--- src/rtl/ect_scan_sequencer_if.sv ---
// Demodulator request/result and measurement output handshake bundle for the
// ECT scan sequencer. The master side is the sequencer; the slave side is the
// demodulator plus the downstream frame FIFO / packer.
interface ect_scan_sequencer_if;
  logic        DemodEn;
  logic        DemodReady;
  logic [31:0] DemodResult;
  logic        MeasValid;
  logic        MeasReady;
  logic [31:0] MeasData;
  logic [6:0]  MeasIdx;

  modport master (
    output DemodEn,
    input  DemodReady,
    input  DemodResult,
    output MeasValid,
    input  MeasReady,
    output MeasData,
    output MeasIdx
  );

  modport slave (
    input  DemodEn,
    output DemodReady,
    output DemodResult,
    input  MeasValid,
    output MeasReady,
    input  MeasData,
    input  MeasIdx
  );
endinterface

--- src/rtl/ect_scan_sequencer.sv ---
// ECT scan sequencer: walks every excitation/detection electrode pair of one
// frame, drives the analog switch selects, waits for the electrodes to settle,
// runs the demodulator once per pair and hands each result downstream with its
// pair index. A demodulator that never answers yields an all-ones sample so a
// frame always carries every index.
module ect_scan_sequencer #(
  parameter int NELEC      = 12,
  parameter int SETTLE_CYC = 2000,
  parameter int DEMOD_TO   = 65535
) (
  input  logic                   Clk,
  input  logic                   Rst,
  input  logic                   Start,
  input  logic                   Stop,
  input  logic                   Continuous,
  output logic [3:0]             ExcSel,
  output logic [3:0]             DetSel,
  output logic                   MuxEn,
  ect_scan_sequencer_if.master   bus,
  output logic                   FrameDone,
  output logic                   Busy,
  output logic                   TimeoutErr,
  output logic [15:0]            FrameCnt
);

  // One down-counter serves both the settle wait and the demod timeout,
  // so it is sized for the larger of the two.
  localparam int CNT_MAX = (SETTLE_CYC > DEMOD_TO) ? SETTLE_CYC : DEMOD_TO;
  localparam int CNT_W   = $clog2(CNT_MAX + 1);

  localparam logic [CNT_W-1:0] SETTLE_LOAD = CNT_W'(SETTLE_CYC - 1);
  localparam logic [CNT_W-1:0] TO_LOAD     = CNT_W'(DEMOD_TO - 1);
  localparam logic [3:0]       EXC_LAST    = 4'(NELEC - 2);
  localparam logic [3:0]       DET_LAST    = 4'(NELEC - 1);

  typedef enum logic [2:0] {
    IDLE,
    SETUP,
    SETTLE,
    DEMOD,
    OUTPUT,
    NEXT
  } state_t;

  state_t           state;
  logic [3:0]       exc;
  logic [3:0]       det;
  logic [6:0]       idx;
  logic [CNT_W-1:0] cnt;
  logic             stopPend;
  logic             lastPair;
  logic             inRun;

  assign lastPair    = (exc == EXC_LAST) && (det == DET_LAST);
  // Stop aborts immediately only while no result is being handed off.
  assign inRun       = (state == SETUP) || (state == SETTLE) || (state == DEMOD);
  assign bus.MeasIdx = idx;

  // Frame sequencing FSM with all outputs registered.
  always_ff @(posedge Clk or negedge Rst) begin
    if (!Rst) begin
      state         <= IDLE;
      exc           <= 4'd0;
      det           <= 4'd0;
      idx           <= 7'd0;
      cnt           <= '0;
      stopPend      <= 1'b0;
      ExcSel        <= 4'd0;
      DetSel        <= 4'd0;
      MuxEn         <= 1'b0;
      bus.DemodEn   <= 1'b0;
      bus.MeasValid <= 1'b0;
      bus.MeasData  <= 32'd0;
      FrameDone     <= 1'b0;
      Busy          <= 1'b0;
      TimeoutErr    <= 1'b0;
      FrameCnt      <= 16'd0;
    end else begin
      FrameDone <= 1'b0;

      if (Stop && inRun) begin
        // Abort: release the switches and the demodulator, no frame credit.
        bus.DemodEn   <= 1'b0;
        bus.MeasValid <= 1'b0;
        MuxEn         <= 1'b0;
        Busy          <= 1'b0;
        stopPend      <= 1'b0;
        state         <= IDLE;
      end else begin
        case (state)
          IDLE: begin
            stopPend <= 1'b0;
            // Stop has priority over a coincident Start.
            if (Start && !Stop) begin
              TimeoutErr <= 1'b0;
              exc        <= 4'd0;
              det        <= 4'd1;
              idx        <= 7'd0;
              Busy       <= 1'b1;
              state      <= SETUP;
            end
          end

          SETUP: begin
            ExcSel <= exc;
            DetSel <= det;
            MuxEn  <= 1'b1;
            cnt    <= SETTLE_LOAD;
            state  <= SETTLE;
          end

          SETTLE: begin
            if (cnt == '0) begin
              bus.DemodEn <= 1'b1;
              cnt         <= TO_LOAD;
              state       <= DEMOD;
            end else begin
              cnt <= cnt - 1'b1;
            end
          end

          DEMOD: begin
            if (bus.DemodReady) begin
              bus.MeasData  <= bus.DemodResult;
              bus.DemodEn   <= 1'b0;
              bus.MeasValid <= 1'b1;
              state         <= OUTPUT;
            end else if (cnt == '0) begin
              // Substitute a marker sample so the frame keeps every index.
              TimeoutErr    <= 1'b1;
              bus.MeasData  <= 32'hFFFF_FFFF;
              bus.DemodEn   <= 1'b0;
              bus.MeasValid <= 1'b1;
              state         <= OUTPUT;
            end else begin
              cnt <= cnt - 1'b1;
            end
          end

          OUTPUT: begin
            // A stop here is deferred until the handshake has finished.
            if (Stop) begin
              stopPend <= 1'b1;
            end
            if (bus.MeasReady) begin
              bus.MeasValid <= 1'b0;
              state         <= NEXT;
            end
          end

          NEXT: begin
            if (lastPair) begin
              FrameDone <= 1'b1;
              FrameCnt  <= FrameCnt + 16'd1;
            end
            if (lastPair && Continuous && !stopPend && !Stop) begin
              exc   <= 4'd0;
              det   <= 4'd1;
              idx   <= 7'd0;
              state <= SETUP;
            end else if (!lastPair && !stopPend && !Stop) begin
              if (det == DET_LAST) begin
                exc <= exc + 4'd1;
                det <= exc + 4'd2;
              end else begin
                det <= det + 4'd1;
              end
              idx   <= idx + 7'd1;
              state <= SETUP;
            end else begin
              MuxEn    <= 1'b0;
              Busy     <= 1'b0;
              stopPend <= 1'b0;
              state    <= IDLE;
            end
          end

          default: begin
            state <= IDLE;
          end
        endcase
      end
    end
  end

endmodule
--- src/flat_wrapper.sv ---
// flat-port wrapper written by rule: the top's interface ports become plain ports
module ect_scan_sequencer_flat 
#(
  parameter int NELEC      = 12,
  parameter int SETTLE_CYC = 2000,
  parameter int DEMOD_TO   = 65535
)
  (Clk, Rst, Start, Stop, Continuous, ExcSel, DetSel, MuxEn, FrameDone, Busy, TimeoutErr, FrameCnt, bus_DemodEn, bus_DemodReady, bus_DemodResult, bus_MeasValid, bus_MeasReady, bus_MeasData, bus_MeasIdx);
  ect_scan_sequencer_if bus_i ();
  input  logic Clk;
  input  logic Rst;
  input  logic Start;
  input  logic Stop;
  input  logic Continuous;
  output logic [3:0] ExcSel;
  output logic [3:0] DetSel;
  output logic MuxEn;
  output logic FrameDone;
  output logic Busy;
  output logic TimeoutErr;
  output logic [15:0] FrameCnt;
  output wire logic [$bits(bus_i.DemodEn)-1:0] bus_DemodEn;
  input wire logic [$bits(bus_i.DemodReady)-1:0] bus_DemodReady;
  input wire logic [$bits(bus_i.DemodResult)-1:0] bus_DemodResult;
  output wire logic [$bits(bus_i.MeasValid)-1:0] bus_MeasValid;
  input wire logic [$bits(bus_i.MeasReady)-1:0] bus_MeasReady;
  output wire logic [$bits(bus_i.MeasData)-1:0] bus_MeasData;
  output wire logic [$bits(bus_i.MeasIdx)-1:0] bus_MeasIdx;
  assign bus_DemodEn = bus_i.DemodEn;
  assign bus_i.DemodReady = bus_DemodReady;
  assign bus_i.DemodResult = bus_DemodResult;
  assign bus_MeasValid = bus_i.MeasValid;
  assign bus_i.MeasReady = bus_MeasReady;
  assign bus_MeasData = bus_i.MeasData;
  assign bus_MeasIdx = bus_i.MeasIdx;
  ect_scan_sequencer #(.NELEC(NELEC), .SETTLE_CYC(SETTLE_CYC), .DEMOD_TO(DEMOD_TO)) u_core (.Clk(Clk), .Rst(Rst), .Start(Start), .Stop(Stop), .Continuous(Continuous), .ExcSel(ExcSel), .DetSel(DetSel), .MuxEn(MuxEn), .bus(bus_i), .FrameDone(FrameDone), .Busy(Busy), .TimeoutErr(TimeoutErr), .FrameCnt(FrameCnt));
endmodule
--- config.mk ---
export PLATFORM = sky130hd
export DESIGN_NAME = ect_scan_sequencer_flat
export DESIGN_NICKNAME = d
export VERILOG_FILES = /design/src/rtl/ect_scan_sequencer_if.sv /design/src/rtl/ect_scan_sequencer.sv /design/src/flat_wrapper.sv
export SDC_FILE = /design/constraint.sdc
export NUM_CORES = 1
export LEC_CHECK = 0
export ABC_AREA = 1
export BUFFER_PORTS_ARGS = -buffer_cell sky130_fd_sc_hd__buf_2
export CORE_MARGIN = 5
export CORE_UTILIZATION = 30
export CTS_CLUSTER_DIAMETER = 60
export DETAILED_ROUTE_END_ITERATION = 8
export SYNTH_ARGS = -nofsm -noshare
export SYNTH_HDL_FRONTEND = slang
export SYNTH_SLANG_ARGS = --single-unit
--- constraint.sdc ---
create_clock -name Clk -period 2.5 [get_ports Clk]
set_clock_uncertainty 0.05 [all_clocks]
set_input_delay 0.25 -clock Clk [delete_from_list [all_inputs] [get_ports Clk]]
set_output_delay 0.25 -clock Clk [all_outputs]
set_load 0.01 [all_outputs]
Word level (Yosys, flattened, before mapping)
Cells that the tools add are included.
{"block": "totals", "ff_bits": 97, "out_inout_bits": 69, "in_bits": 39, "elab_cells": 134}
{"block": "classes", "add_sub_neg": 6, "eq_ne": 20, "bitwise": 1, "mux": 54, "n_reduce_logical": 37}
{"operator": "$mux W32", "count": 2}
{"operator": "$mux W16", "count": 3}
{"operator": "$pmux W16 S3", "count": 1}
{"operator": "$mux W4", "count": 8}
{"operator": "$mux W3", "count": 7}
{"operator": "$mux W7", "count": 3}
{"operator": "$mux W1", "count": 20}
{"operator": "$reduce_and A4 Y1", "count": 5}
{"operator": "$pmux W3 S6", "count": 1}
{"operator": "$add A16 B1 Y16 const B", "count": 1}
{"operator": "$logic_not A16 Y1", "count": 1}
{"operator": "$pmux W4 S2", "count": 2}
{"operator": "$sub A16 B1 Y16 const B", "count": 1}
{"operator": "$reduce_and A3 Y1", "count": 5}
{"operator": "$reduce_bool A3 Y1", "count": 5}
{"operator": "$pmux W7 S2", "count": 1}
{"operator": "$ne A3 B2 Y1 const B", "count": 4}
{"operator": "$pmux W1 S2", "count": 5}
{"operator": "$reduce_and A5 Y1", "count": 2}
{"operator": "$ne A3 B1 Y1 const B", "count": 3}
{"operator": "$add A4 B1 Y4 const B", "count": 2}
{"operator": "$eq A4 B4 Y1 const B", "count": 2}
{"operator": "$logic_and A1 B1 Y1", "count": 8}
{"operator": "$add A7 B1 Y7 const B", "count": 1}
{"operator": "other kinds (16)", "count": 25}

Depth between registers and ports, before layout
{"block": "logic_depth", "word_depth": 9, "depth_mapped": 11, "ltp_nobuf": 10}

Worst setup path before layout
OpenSTA, ideal clock, no wires.
{"block": "synth_path", "path_kind": "reg-to-reg", "from": "reg u_core.det[0]", "to": "reg u_core.det[0]", "path_slack_ps": 882, "arrival_ps": 1443, "t_required_ps": 2325, "stages_incl_launch_ff": 10, "setup_time_ps": 125, "cell_sequence": "dfrtp_1 ha_1 nand3_2 nor2_4 nand2_1 nand2_4 nand2_4 buf_6 nor2_1 a21oi_2"}
{"block": "synth_between", "elab_chain_cells": 7, "word_cells_on_any_way": 15, "cone_classes": "add/sub (1); eq/ne (2); mux (4); reduce/logical (8)"}
{"element": "from (decl)", "line": "ect_scan_sequencer.sv:47", "text": "logic [3:0] det;"}
{"element": "from (signal assigned)", "line": "ect_scan_sequencer.sv:164", "text": "det <= exc + 4'd2;"}
{"element": "from (signal assigned)", "line": "ect_scan_sequencer.sv:166", "text": "det <= det + 4'd1;"}
{"element": "parallel branches: the longest is 7 deep, another holds $add A4 B1 Y4"}
Parallel ways; which one is timed is not known. The select of a mux whose other input is x is not followed.
A chain may end at the register's enable or synchronous reset.

Worst setup path in the final report
{"block": "layout_path", "from": "reg u_core.cnt[0]", "to": "reg u_core.cnt[3]"}
{"block": "layout_between", "elab_chain_cells": 4, "word_cells_on_any_way": 8, "cone_classes": "add/sub (1); eq/ne (1); mux (4); reduce/logical (2)"}
{"element": "from (decl)", "line": "ect_scan_sequencer.sv:49", "text": "logic [CNT_W-1:0] cnt;"}
{"element": "from (signal assigned)", "line": "ect_scan_sequencer.sv:118", "text": "cnt <= cnt - 1'b1;"}
{"element": "from (signal assigned)", "line": "ect_scan_sequencer.sv:136", "text": "cnt <= cnt - 1'b1;"}
{"element": "$sub A16 B1 Y16", "line": "ect_scan_sequencer.sv:118, ect_scan_sequencer.sv:136"}
{"element": "$mux W16", "line": "ect_scan_sequencer.sv:128", "text": "end else if (cnt == '0) begin"}
{"element": "$mux W16", "line": "ect_scan_sequencer.sv:123", "text": "if (bus.DemodReady) begin"}
{"element": "$pmux W16 S3", "line": "ect_scan_sequencer.sv:90", "text": "case (state)"}
Parallel ways exist; a longest one is shown, timed or not. The select of a mux whose other input is x is not followed.

==> results.yml <==
final_layout:
  fin_nets: 803
  drive_gt1_share_pct: 22.6
  antenna_cells: 0
  area_delta_synth_final_pct: 19.5
setup_path:
  cp_data_required_time_ps: 2680
  worst_setup_path_start_kind: "flip-flop"
  timing.rr.end: "u_core.cnt[3]"
  reg2reg_depth: 9
  reg2reg_slack_ps: 560
  crit_path_end_kind: "flip-flop"
  cp.depth: 9
  cpMostUsedCell: "nand3_1"
  path_cells: "inv_1 > ha_1 > nand3_1 > nor2_1 > nand3_1 > nand2_2 > inv_2 > o21ai_0 > nand2_1"
  worstSetupPathType: "reg -> reg"
  startpoint: "u_core.cnt[0]"
  cp.arrival_ps: 2120
  critPathMaxFanout: 13
  critPathMaxStageDelay_ps: 400
  endpoint: "u_core.cnt[3]"
  critPathBufInv: 2
  r2r-start: "u_core.cnt[0]"
  slowest_stage: "dfrtp_1"
  path_delay_family: "simple AND/OR/NAND/NOR gates"
floorplan:
  fp.dieArea_um2: 19900
  die_w_um: 141
  core_area_um2: 16700
  die_y_um: 141
  io_pins: 108
  rows: 47
  start_util_pct: 30.8
logic_synthesis:
  ys.flop_type: "dfrtp_1"
  synth_xor_area_share_pct: 3.40
  synth_top_family_by_area: "simple AND/OR/NAND/NOR gates"
  muxShareOfSynthArea_pct: 0.413
  synth_cell_type_count: 40
  synth_seq_cells: 97
  yosys.area_share.adder_pct: 1.94
  synth-compound-area-share_pct: 9.46
  synthArstFlopShare_pct: 100
  syn_avg_cell_area_um2: 7.94
  yosys-top-cells-area: "dfrtp_1, nand2_1, nor2_1"
  synth-edff-count: 0
  synthSimpleGateAreaFrac_pct: 30.7
  yosys_warnings: 0
  syn-num-nets: 695
  ys_seq_area_share_pct: 47.2
  synth_area_um2: 5150
  netlist.area_leader.share_pct: 47.2
  synthCells: 648
  synth_area_leader_cell: "dfrtp_1"
timing:
  fin_crit_sh_pct: 77.5
  holdWs_ps: 97.0
  tns_ps: 0
  setup_viol: 0
  relSlewSlack_pct: 58.2
  rsz0062_at_grt: "false"
  worst_pin_slew_ps: 627
  fmax_mhz: 516
  period_needed_ps: 1940
  slew_violations: 0
  finalHoldViolCount: 0
drt:
  drt-initial-drc-count: 274
  dr.pass1.iters: 4
  drc: 0
  ant_nets: 0
  via_count: 4436
  via_per_inst: 4.52
  drt_wl_total_mm: 12.7
  wire_per_inst_um: 13.0
placement:
  dpl.hpwl_mm: 9.42
  numPortBuffers: 107
  place.gp.congestion: 0.870
clock_network:
  clock_latency_ps: 360
  clkSinkCount: 97
  ctsRootBufferMaster: "clkbuf_16"
  tritoncts: "yes"
  htreeDepth: 3
  clk_pin_slew_ps: 70
  clk_path_buf_depth: 2
  numCtsBuffers: 9
  postCtsSetupBuffers: 0
min_path:
  hp-class: "in -> reg"
pwr:
  p_leak_nw: 3.11
  p_total_mw: 5.09
  pwr_density_cell_nw_per_um2: 828
  peakVddDrop_mv: 0.397
status:
  status: "finished, final reports clean"
grt:
  grt_max_degree: 63
  antenna_found_initial: 0
  grt_pass1_wl_mm: 21.6
  grt_overflow: 0
  grt_pass1_vias: 4388
  grt_use_total_pct: 13.3
job:
  max_cap_viol_count: 0
[where the power goes]
group	switching [mW]	internal [mW]	total (mW)	leakage (nW)
Combinational	0.943	0.588	1.53	1.73
Clock	0.641	0.709	1.35	0.136
Sequential	0.258	1.95	2.21	1.25
Total	1.84	3.25	5.09	3.11
[how the worst min path moves through the flow]
stage	from	endpoint	slack, ps	cells after the start
final	bus_DemodResult[17]	u_core.bus.MeasData[17]	100	3
after global routing	bus_DemodResult[21]	u_core.bus.MeasData[21]	100	3
after global placement	Rst	u_core.bus.MeasData[18]	240	1
after detailed placement	Rst	u_core.cnt[4]	230	1
after CTS	bus_DemodResult[17]	u_core.bus.MeasData[17]	80	3
after floorplan	Rst	u_core.Busy	-100	0
[layout make-up]
cell class	instances	area, µm²
clock buffer	11	243
timing repair buffer	113	586
sequential	97	2430
tap	220	275
fill	1793	10500
clock inverter	5	38.8
multi-input combinational	479	2360
inverter	56	218
[repair_timing]
action	in CTS	in global routing
resized for setup	0	0
endpoints found under the hold margin	37	0
setup endpoints to repair	0	0
hold buffers	1	0
[placed cells by master (no fill, tap or decap), types with 6 or more instances in the layout]
cell	n
o21ai_1	23
dfrtp_1	97
a21oi_1	7
inv_2	6
inv_1	47
o21ai_2	10
nor2_2	7
nand3_1	47
buf_4	6
ha_1	8
nand2_1	182
xor2_1	15
o21ai_0	36
buf_2	106
nor3_1	6
clkbuf_16	9
nand4_1	12
nor2_1	90
[worst min-delay path: stages]
cell	delay (ps)
buf_2	70
nor2_1	30
o21ai_1	110
[Yosys cell counts, drive strengths merged, types with 2 or more instances]
library cell    n
nor2          101
xnor2           5
o21ai          69
nor3            8
nand3          49
nand2         190
a21oi           9
nand4          12
ha              8
or2             3
clkbuf          4
clkinv          2
dfrtp          97
buf            12
inv            54
xor2           15
a21boi          2
[kinds of logic (layout without fill, tap and decap cells)]
kind of cell,count (synthesis),in the layout
AO/OA/AOI/OAI,85,85
XOR/XNOR,20,20
adder cells (fa/ha/maj),8,8
buffers and inverters,72,185
flip-flops,97,97
multiplexers,2,2
AND/OR/NAND/NOR,364,364
[through the flow]
step	area, µm²	instances	utilization (%)	worst slack (ps)
6_report	6150	981	36.8	563
5_1_grt	6150	981	36.8	294
4_1_cts	6150	981	36.8	544
3_5_place_dp	5860	964	35.1	562
3_3_place_gp	5860	964	35.1	579
2_1_floorplan	5150	648	-	882
[state kept, by name (all words and copies together) (netlist names)]
register	flops
u_core.bus.DemodEn	1
u_core.DetSel	4
u_core.exc	4
u_core.state	3
u_core.MuxEn	1
u_core.stopPend	1
u_core.TimeoutErr	1
u_core.FrameCnt	16
u_core.det	4
u_core.bus.MeasValid	1
u_core.cnt	16
u_core.FrameDone	1
u_core.Busy	1
u_core.ExcSel	4
u_core.bus.MeasData	32
u_core.bus.MeasIdx	7
[metal layers]
layer | vias to the layer above | track usage (%) | wire, µm
met4 | 0 | 5.41 | 244
met2 | 98 | 20.4 | 5440
li1 | 2304 | - | -
met5 | - | 0 | 0
met3 | 13 | 2.64 | 635
met1 | 2021 | 18.5 | 6420
Note: power is estimated with default switching activity, not from simulation.
